### config.mk
export PLATFORM = sky130hd
export DESIGN_NAME = sigpulse_burst
export DESIGN_NICKNAME = d
export VERILOG_FILES = /design/src/rtl/sigpulse_burst.sv
export SDC_FILE = /design/constraint.sdc
export NUM_CORES = 2
export LEC_CHECK = 0
export ABC_AREA = 1
export BUFFER_PORTS_ARGS = -buffer_cell sky130_fd_sc_hd__buf_2
export CAP_MARGIN = 30
export CORE_MARGIN = 1.5
export CORE_UTILIZATION = 65
export CTS_BUF_LIST = sky130_fd_sc_hd__clkbuf_8 sky130_fd_sc_hd__clkbuf_16
export DETAILED_ROUTE_END_ITERATION = 6
export PLACE_DENSITY = 0.85
export REMOVE_ABC_BUFFERS = 1
export SLEW_MARGIN = 20
export SYNTH_ARGS = -nofsm -noshare
export SYNTH_HDL_FRONTEND = slang
export SYNTH_SLANG_ARGS = --single-unit
### constraint.sdc
create_clock -name io_clk -period 7.7 [get_ports io_clk]
set_input_delay 1.925 -clock io_clk [delete_from_list [all_inputs] [get_ports io_clk]]
set_output_delay 1.925 -clock io_clk [all_outputs]
set_load 0.02 [all_outputs]
### src/rtl/sigpulse_burst.sv
// sigpulse_burst: multi-channel burst pulse generator.
// Each channel waits for a rising edge on its enable, waits a programmable
// delay, then emits a programmable number of pulses with programmable width
// and period. A pulse count of 0 keeps the channel pulsing until it is aborted.
//
// Ports (channel i uses bit i, or the slice [i*W +: W] of a packed bus):
//   io_clk, io_rst      clock and synchronous active-high reset
//   io_en               per-channel start request (rising-edge detected)
//   io_abort            per-channel level abort back to IDLE
//   io_delay            cycles from start to first pulse
//   io_pulseWidth       active cycles per pulse (0 treated as 1)
//   io_period           pulse start-to-start cycles (at least width+1)
//   io_pulseCount       pulses per burst, 0 = continuous
//   io_defaultLevel     idle output level; the active level is its inverse
//   io_pulseOut         pulse output
//   pulse_valid         high while the output is at the active level
//   io_busy             high while the channel is not IDLE
//   io_done             one-cycle strobe when a counted burst completes

module sigpulse_burst_ch #(
    parameter int RAM_WIDTH = 32,
    parameter int CNT_WIDTH = 16
) (
    input  logic                 clk,
    input  logic                 rst,
    input  logic                 en,
    input  logic                 abort,
    input  logic [RAM_WIDTH-1:0] delay,
    input  logic [RAM_WIDTH-1:0] pulse_width,
    input  logic [RAM_WIDTH-1:0] period,
    input  logic [CNT_WIDTH-1:0] pulse_count,
    input  logic                 default_level,
    output logic                 pulse_out,
    output logic                 pulse_valid,
    output logic                 busy,
    output logic                 done
);
    typedef enum logic [1:0] {IDLE, DELAY, ACTIVE, GAP} state_t;

    localparam logic [RAM_WIDTH-1:0] ONE   = 1;
    localparam logic [RAM_WIDTH:0]   ONE_X = 1;
    localparam logic [CNT_WIDTH-1:0] C_ONE = 1;

    state_t               state, state_n;
    logic [RAM_WIDTH-1:0] cnt, cnt_n;
    logic [CNT_WIDTH-1:0] pc, pc_n;
    logic [RAM_WIDTH-1:0] we_q, pe_q;
    logic [CNT_WIDTH-1:0] n_q;
    logic                 lvl_q, act_q, done_q, en_d1;
    logic                 act_n, done_n, load, start;

    // Effective width/period computed from the live inputs; captured on start.
    logic [RAM_WIDTH-1:0] we_in, pe_in, gap, gap_load;
    logic [RAM_WIDTH:0]   we_p1;

    always_comb begin
        we_in = (pulse_width == '0) ? ONE : pulse_width;
        we_p1 = {1'b0, we_in} + ONE_X;
        // A carry out of we_in+1 means no legal period exists; saturate.
        if (we_p1[RAM_WIDTH])
            pe_in = '1;
        else if ({1'b0, period} > we_p1)
            pe_in = period;
        else
            pe_in = we_p1[RAM_WIDTH-1:0];
        gap      = pe_q - we_q;
        gap_load = (gap == '0) ? '0 : gap - ONE;
    end

    // en_d1 resets high so an enable held through reset is not an edge.
    assign start = en & ~en_d1 & (state == IDLE);

    // State register
    always_ff @(posedge clk) begin
        if (rst) begin
            state  <= IDLE;
            cnt    <= '0;
            pc     <= '0;
            we_q   <= '0;
            pe_q   <= '0;
            n_q    <= '0;
            lvl_q  <= 1'b0;
            act_q  <= 1'b0;
            done_q <= 1'b0;
            en_d1  <= 1'b1;
        end else begin
            state  <= state_n;
            cnt    <= cnt_n;
            pc     <= pc_n;
            act_q  <= act_n;
            done_q <= done_n;
            en_d1  <= en;
            if (state == IDLE)
                lvl_q <= default_level;
            if (load) begin
                we_q <= we_in;
                pe_q <= pe_in;
                n_q  <= pulse_count;
            end
        end
    end

    // Next-state logic. cnt holds remaining cycles minus one in the current
    // phase, so a phase of length L is left on the edge where cnt is zero.
    always_comb begin
        state_n = state;
        cnt_n   = cnt;
        pc_n    = pc;
        done_n  = 1'b0;
        load    = 1'b0;
        if (abort) begin
            state_n = IDLE;
            cnt_n   = '0;
            pc_n    = '0;
        end else begin
            unique case (state)
                IDLE: if (start) begin
                    load = 1'b1;
                    pc_n = pulse_count;
                    if (delay == '0) begin
                        state_n = ACTIVE;
                        cnt_n   = we_in - ONE;
                    end else begin
                        state_n = DELAY;
                        cnt_n   = delay - ONE;
                    end
                end
                DELAY, GAP: begin
                    if (cnt == '0) begin
                        state_n = ACTIVE;
                        cnt_n   = we_q - ONE;
                    end else begin
                        cnt_n = cnt - ONE;
                    end
                end
                ACTIVE: begin
                    if (cnt != '0) begin
                        cnt_n = cnt - ONE;
                    end else if (n_q != '0 && pc == C_ONE) begin
                        state_n = IDLE;
                        cnt_n   = '0;
                        pc_n    = '0;
                        done_n  = 1'b1;
                    end else begin
                        state_n = GAP;
                        cnt_n   = gap_load;
                        if (n_q != '0)
                            pc_n = pc - C_ONE;
                    end
                end
                default: state_n = IDLE;
            endcase
        end
    end

    // Outputs
    always_comb begin
        act_n       = (state_n == ACTIVE);
        pulse_out   = lvl_q ^ act_q;
        pulse_valid = act_q;
        busy        = (state != IDLE);
        done        = done_q;
    end
endmodule

module sigpulse_burst #(
    parameter int _RAM_WIDTH = 32,
    parameter int _CNT_WIDTH = 16,
    parameter int _CH        = 4
) (
    input  logic                       io_clk,
    input  logic                       io_rst,
    input  logic [_CH-1:0]             io_en,
    input  logic [_CH-1:0]             io_abort,
    input  logic [_CH*_RAM_WIDTH-1:0]  io_delay,
    input  logic [_CH*_RAM_WIDTH-1:0]  io_pulseWidth,
    input  logic [_CH*_RAM_WIDTH-1:0]  io_period,
    input  logic [_CH*_CNT_WIDTH-1:0]  io_pulseCount,
    input  logic [_CH-1:0]             io_defaultLevel,
    output logic [_CH-1:0]             io_pulseOut,
    output logic [_CH-1:0]             pulse_valid,
    output logic [_CH-1:0]             io_busy,
    output logic [_CH-1:0]             io_done
);
    for (genvar i = 0; i < _CH; i++) begin : g_ch
        sigpulse_burst_ch #(
            .RAM_WIDTH(_RAM_WIDTH),
            .CNT_WIDTH(_CNT_WIDTH)
        ) u_ch (
            .clk          (io_clk),
            .rst          (io_rst),
            .en           (io_en[i]),
            .abort        (io_abort[i]),
            .delay        (io_delay[i*_RAM_WIDTH +: _RAM_WIDTH]),
            .pulse_width  (io_pulseWidth[i*_RAM_WIDTH +: _RAM_WIDTH]),
            .period       (io_period[i*_RAM_WIDTH +: _RAM_WIDTH]),
            .pulse_count  (io_pulseCount[i*_CNT_WIDTH +: _CNT_WIDTH]),
            .default_level(io_defaultLevel[i]),
            .pulse_out    (io_pulseOut[i]),
            .pulse_valid  (pulse_valid[i]),
            .busy         (io_busy[i]),
            .done         (io_done[i])
        );
    end
endmodule

==> impl_metrics.ini <==
[synth]
ys_async_sr_fraction_pct = 0
synthesis.area_sq_mm = 0.05686
total_of_warnings_raised_by_yosys = 0
synth_area_per_cell_sq_um = 5.768
postSynth.topFlopCell = dfxtp_1
postSynthRegisterBits = 536
synth_cell_type_count = 66
synth-edff-count = 0
synth-seq-area-share_pct = 18.87
netlist_instances = 9858

[min_path]
hold_start = g_ch[0].u_ch.n_q[0]
min_delay_worst_endpoint = g_ch[0].u_ch.n_q[0]
hold_path_class = flop to flop
hold-path-cell-count = 2

[timing]
fin_crit_ns = 6.626
report.final.setup_viol = 0
grt_setup_unrepaired = false
worstMarginPinSlew_ns = 0.9712
final_min_period_over_clock_period_pct = 86.05
maxSlewHeadroom_pct = 35.10
report.final.hold_viol_count = 0
final_max_slew_viol_count = 0
worst_clock_skew_ns = 0.02763
clock.fmax_mhz = 150.9

[setup_path]
critical_path.max_fanout = 31
reg2regPathDepth = 21
reg2reg_setup_slack_ns = 3.10
cp.arrival_ns = 7.11
element_type_at_the_critical_path_start = input port
crit_path_frequent_cell = nand2_1
worst_r2r_startpoint = g_ch[2].u_ch.we_q[0]
worstSetupPathType = input port to flop
setup.worst_path.end_class = flop
worst-path-buf-inv = 3
dominant_delay_contributor_by_cell_family_on_the_critical_path = simple AND/OR/NAND/NOR gates
reg2reg_capture_point = g_ch[2].u_ch.cnt[10]
critPathSlowestCell = nor4_1
cp_data_required_time_ns = 8.18
longest_individual_stage_delay_on_the_worst_path_ns = 0.53

[cells_and_area]
drive_gt1_share_pct = 8.198
nFillCells = 7845
utilization_pct = 71.55
most_common_cell_after_layout_fill_and_taps_aside = nand2_1
finalInstanceArea_sq_mm = 0.06208
multiInputGateArea_sq_mm = 0.03911
areaGrowthSynthToFinish_pct = 9.176
stdcell_count = 11370
final_cell_mix = nand2_1 (2,234), inv_1 (1,483), nor2_1 (1,072)
area.sequential_sq_mm = 0.01073
finish.net_count = 10900

[outcome]
outcome = complete, but fails checks
failed_checks = design-rule violations

[cts]
clock_sinks = 536
cts_root_buf = clkbuf_16
cts_hold_buffers = 0
h-tree-depth = 3
cts.repair.resized = 0
cts-root-to-sink-buffers = 3
cts_tree = built
num_cts_buffers = 66
clk_latency_ns = 0.65
clk_pin_slew_worst_paths_ns = 0.06
post_cts_buffers = 0

[detailed_routing]
detail_route.wirelength_mm = 227.8
antenna_viol_nets_final = 0
drt-pass1-iter-count = 7
met2RoutedLength_mm = 94.89
drc = 12
route.met3.wl_mm = 32.68
routed_wire_length_per_instance_microns = 20.03
routedLengthMet1_mm = 84.75
detailedRoute.firstIterationViolations = 10790
route.detailed.vias_per_inst = 6.255
top_layer = met5
dr_total_vias = 71110

[floorplanning]
core-area_sq_mm = 0.08675
placement_rows = 108
fp.dieArea_sq_mm = 0.08926
chipWidth_microns = 298.8
io-pin-count = 478
floorplan.initialDensity_pct = 65.54
chipHeight_microns = 298.8

[placed_design]
detailed_place_hpwl_mm = 179.5
placement.io_buffers = 477
numPlacedInstances = 11230
placed_area_sq_mm = 0.05971
gp_routability_congestion = 1.095

[power]
irDropWorstVdd_mv = 0.1915
leakage_nw = 31.67
powerDensity_mw_per_mm2 = 179.6

[grt]
total_grt_overflow = 0
number_of_antenna_violations_at_the_first_check_in_global_routing = 28
gr-usage-all-layers_pct = 48.27
first_global_vias = 63800
pin_count_of_the_biggest_net_entering_global_routing = 119
grt_first_pass_wirelength_mm = 346.1

[job]
maxCapViolCount = 0
routing by layer:
layer  vias up  GRT usage, %
met5         -             0
met4        24         26.66
met3      1043         13.24
met2      5246         73.13
met1     31780         61.91
li1      33020             -
cells in the mapped netlist (all sizes together) (5+ instances only):
library cell,instances,share of area (%)
or2,24,0.26
ha,288,6.3
o31ai,11,0.15
xnor2,83,1.3
a31oi,22,0.24
o21bai,33,0.44
a221oi,25,0.39
a311oi,8,0.12
buf,98,1.2
nand3b,64,0.85
o21ai,751,6.6
o311ai,7,0.11
and2,12,0.13
dfxtp,536,19
nand4,252,2.8
nor3b,8,0.11
o211ai,123,1.6
clkinv,6,0.040
a21oi,891,7.9
nor2,1149,8.0
o21a,12,0.16
nand3,814,7.3
and3,5,0.055
a32oi,5,0.077
a211oi,22,0.29
nor4,80,0.88
o22ai,8,0.088
clkbuf,210,1.4
inv,1489,9.8
nor3,215,2.0
nand2,2276,15
xor2,305,4.7
area by class of cell:
class | instances | area share [%]
well taps | 1155 | 2.328
clock buffers | 79 | 2.985
repair buffers | 531 | 4.694
inverters | 1495 | 9.048
clock inverters | 37 | 0.5805
multi-input cells | 7519 | 63.01
diodes | 17 | 0.06853
flip-flops and latches | 536 | 17.29
logic make-up (layout without fill, tap and decap cells):
group,count (synthesis),in the layout,synth area share [%]
other,0,17,0
AOI/OAI and AO/OA,1938,1938,18.48
DFF,536,536,18.87
adders and majority gates,292,292,6.478
buffers and inverters,1803,2142,12.47
and+or+nand+nor,4901,4901,37.69
xor gates and xnor gates,388,388,6.003
registers in the layout (all words and copies together) (netlist names):
| signal | cells |
|---|---|
| g_ch.u_ch.cnt | 128 |
| g_ch.u_ch.pe_q | 128 |
| g_ch.u_ch.we_q | 128 |
| g_ch.u_ch.n_q | 64 |
| g_ch.u_ch.pc | 64 |
| g_ch.u_ch.state | 8 |
| g_ch.u_ch.done | 4 |
| g_ch.u_ch.en_d1 | 4 |
| g_ch.u_ch.lvl_q | 4 |
| g_ch.u_ch.pulse_valid | 4 |
worst reg2reg max path: cells and delay by family, from the launching register on:
| family | cells | cell delay (ns) |
|---|---|---|
| simple gates | 15 | 2.57 |
| fa+ha+maj | 2 | 0.68 |
| flops | 1 | 0.47 |
| buf+inv | 2 | 0.38 |
| compound gates | 2 | 0.37 |
stage by stage:
| step | hold WS (ns) | total power [mW] | setup slack [ns] | TNS (ns) |
|---|---|---|---|---|
| floorplan | 0.4311 | 6.149 | -0.9136 | -30.99 |
| global placement | 0.4393 | 7.524 | 0.8021 | 0 |
| detailed placement | 0.4466 | 7.609 | 0.6324 | 0 |
| CTS | 0.4548 | 10.86 | 1.230 | 0 |
| global route | 0.4667 | 11.63 | 0.6393 | 0 |
| finish | 0.4518 | 11.15 | 1.074 | 0 |
power breakdown:
part	switching (mW)	leakage, nW	internal, mW	total, mW
Combinational	3.46	26.2	1.41	4.87
Clock	1.39	1.12	1.92	3.31
Sequential	0.103	4.35	2.86	2.97
Total	4.96	31.7	6.19	11.1
how the worst max path moves through the flow:
stage	from	to	slack, ns	cells past startpoint
after floorplan	io_en[2]	g_ch[2].u_ch.pe_q[0]	-0.91	9
final	io_pulseWidth[125]	g_ch[3].u_ch.pe_q[18]	1.07	25
after global placement	io_pulseWidth[125]	g_ch[3].u_ch.pe_q[14]	0.80	25
after detailed placement	io_pulseWidth[125]	g_ch[3].u_ch.pe_q[8]	0.63	25
after CTS	io_pulseWidth[125]	g_ch[3].u_ch.pe_q[18]	1.23	25
after global routing	io_pulseWidth[27]	g_ch[0].u_ch.pe_q[3]	0.64	29
Power figures use the tool's default switching activity.
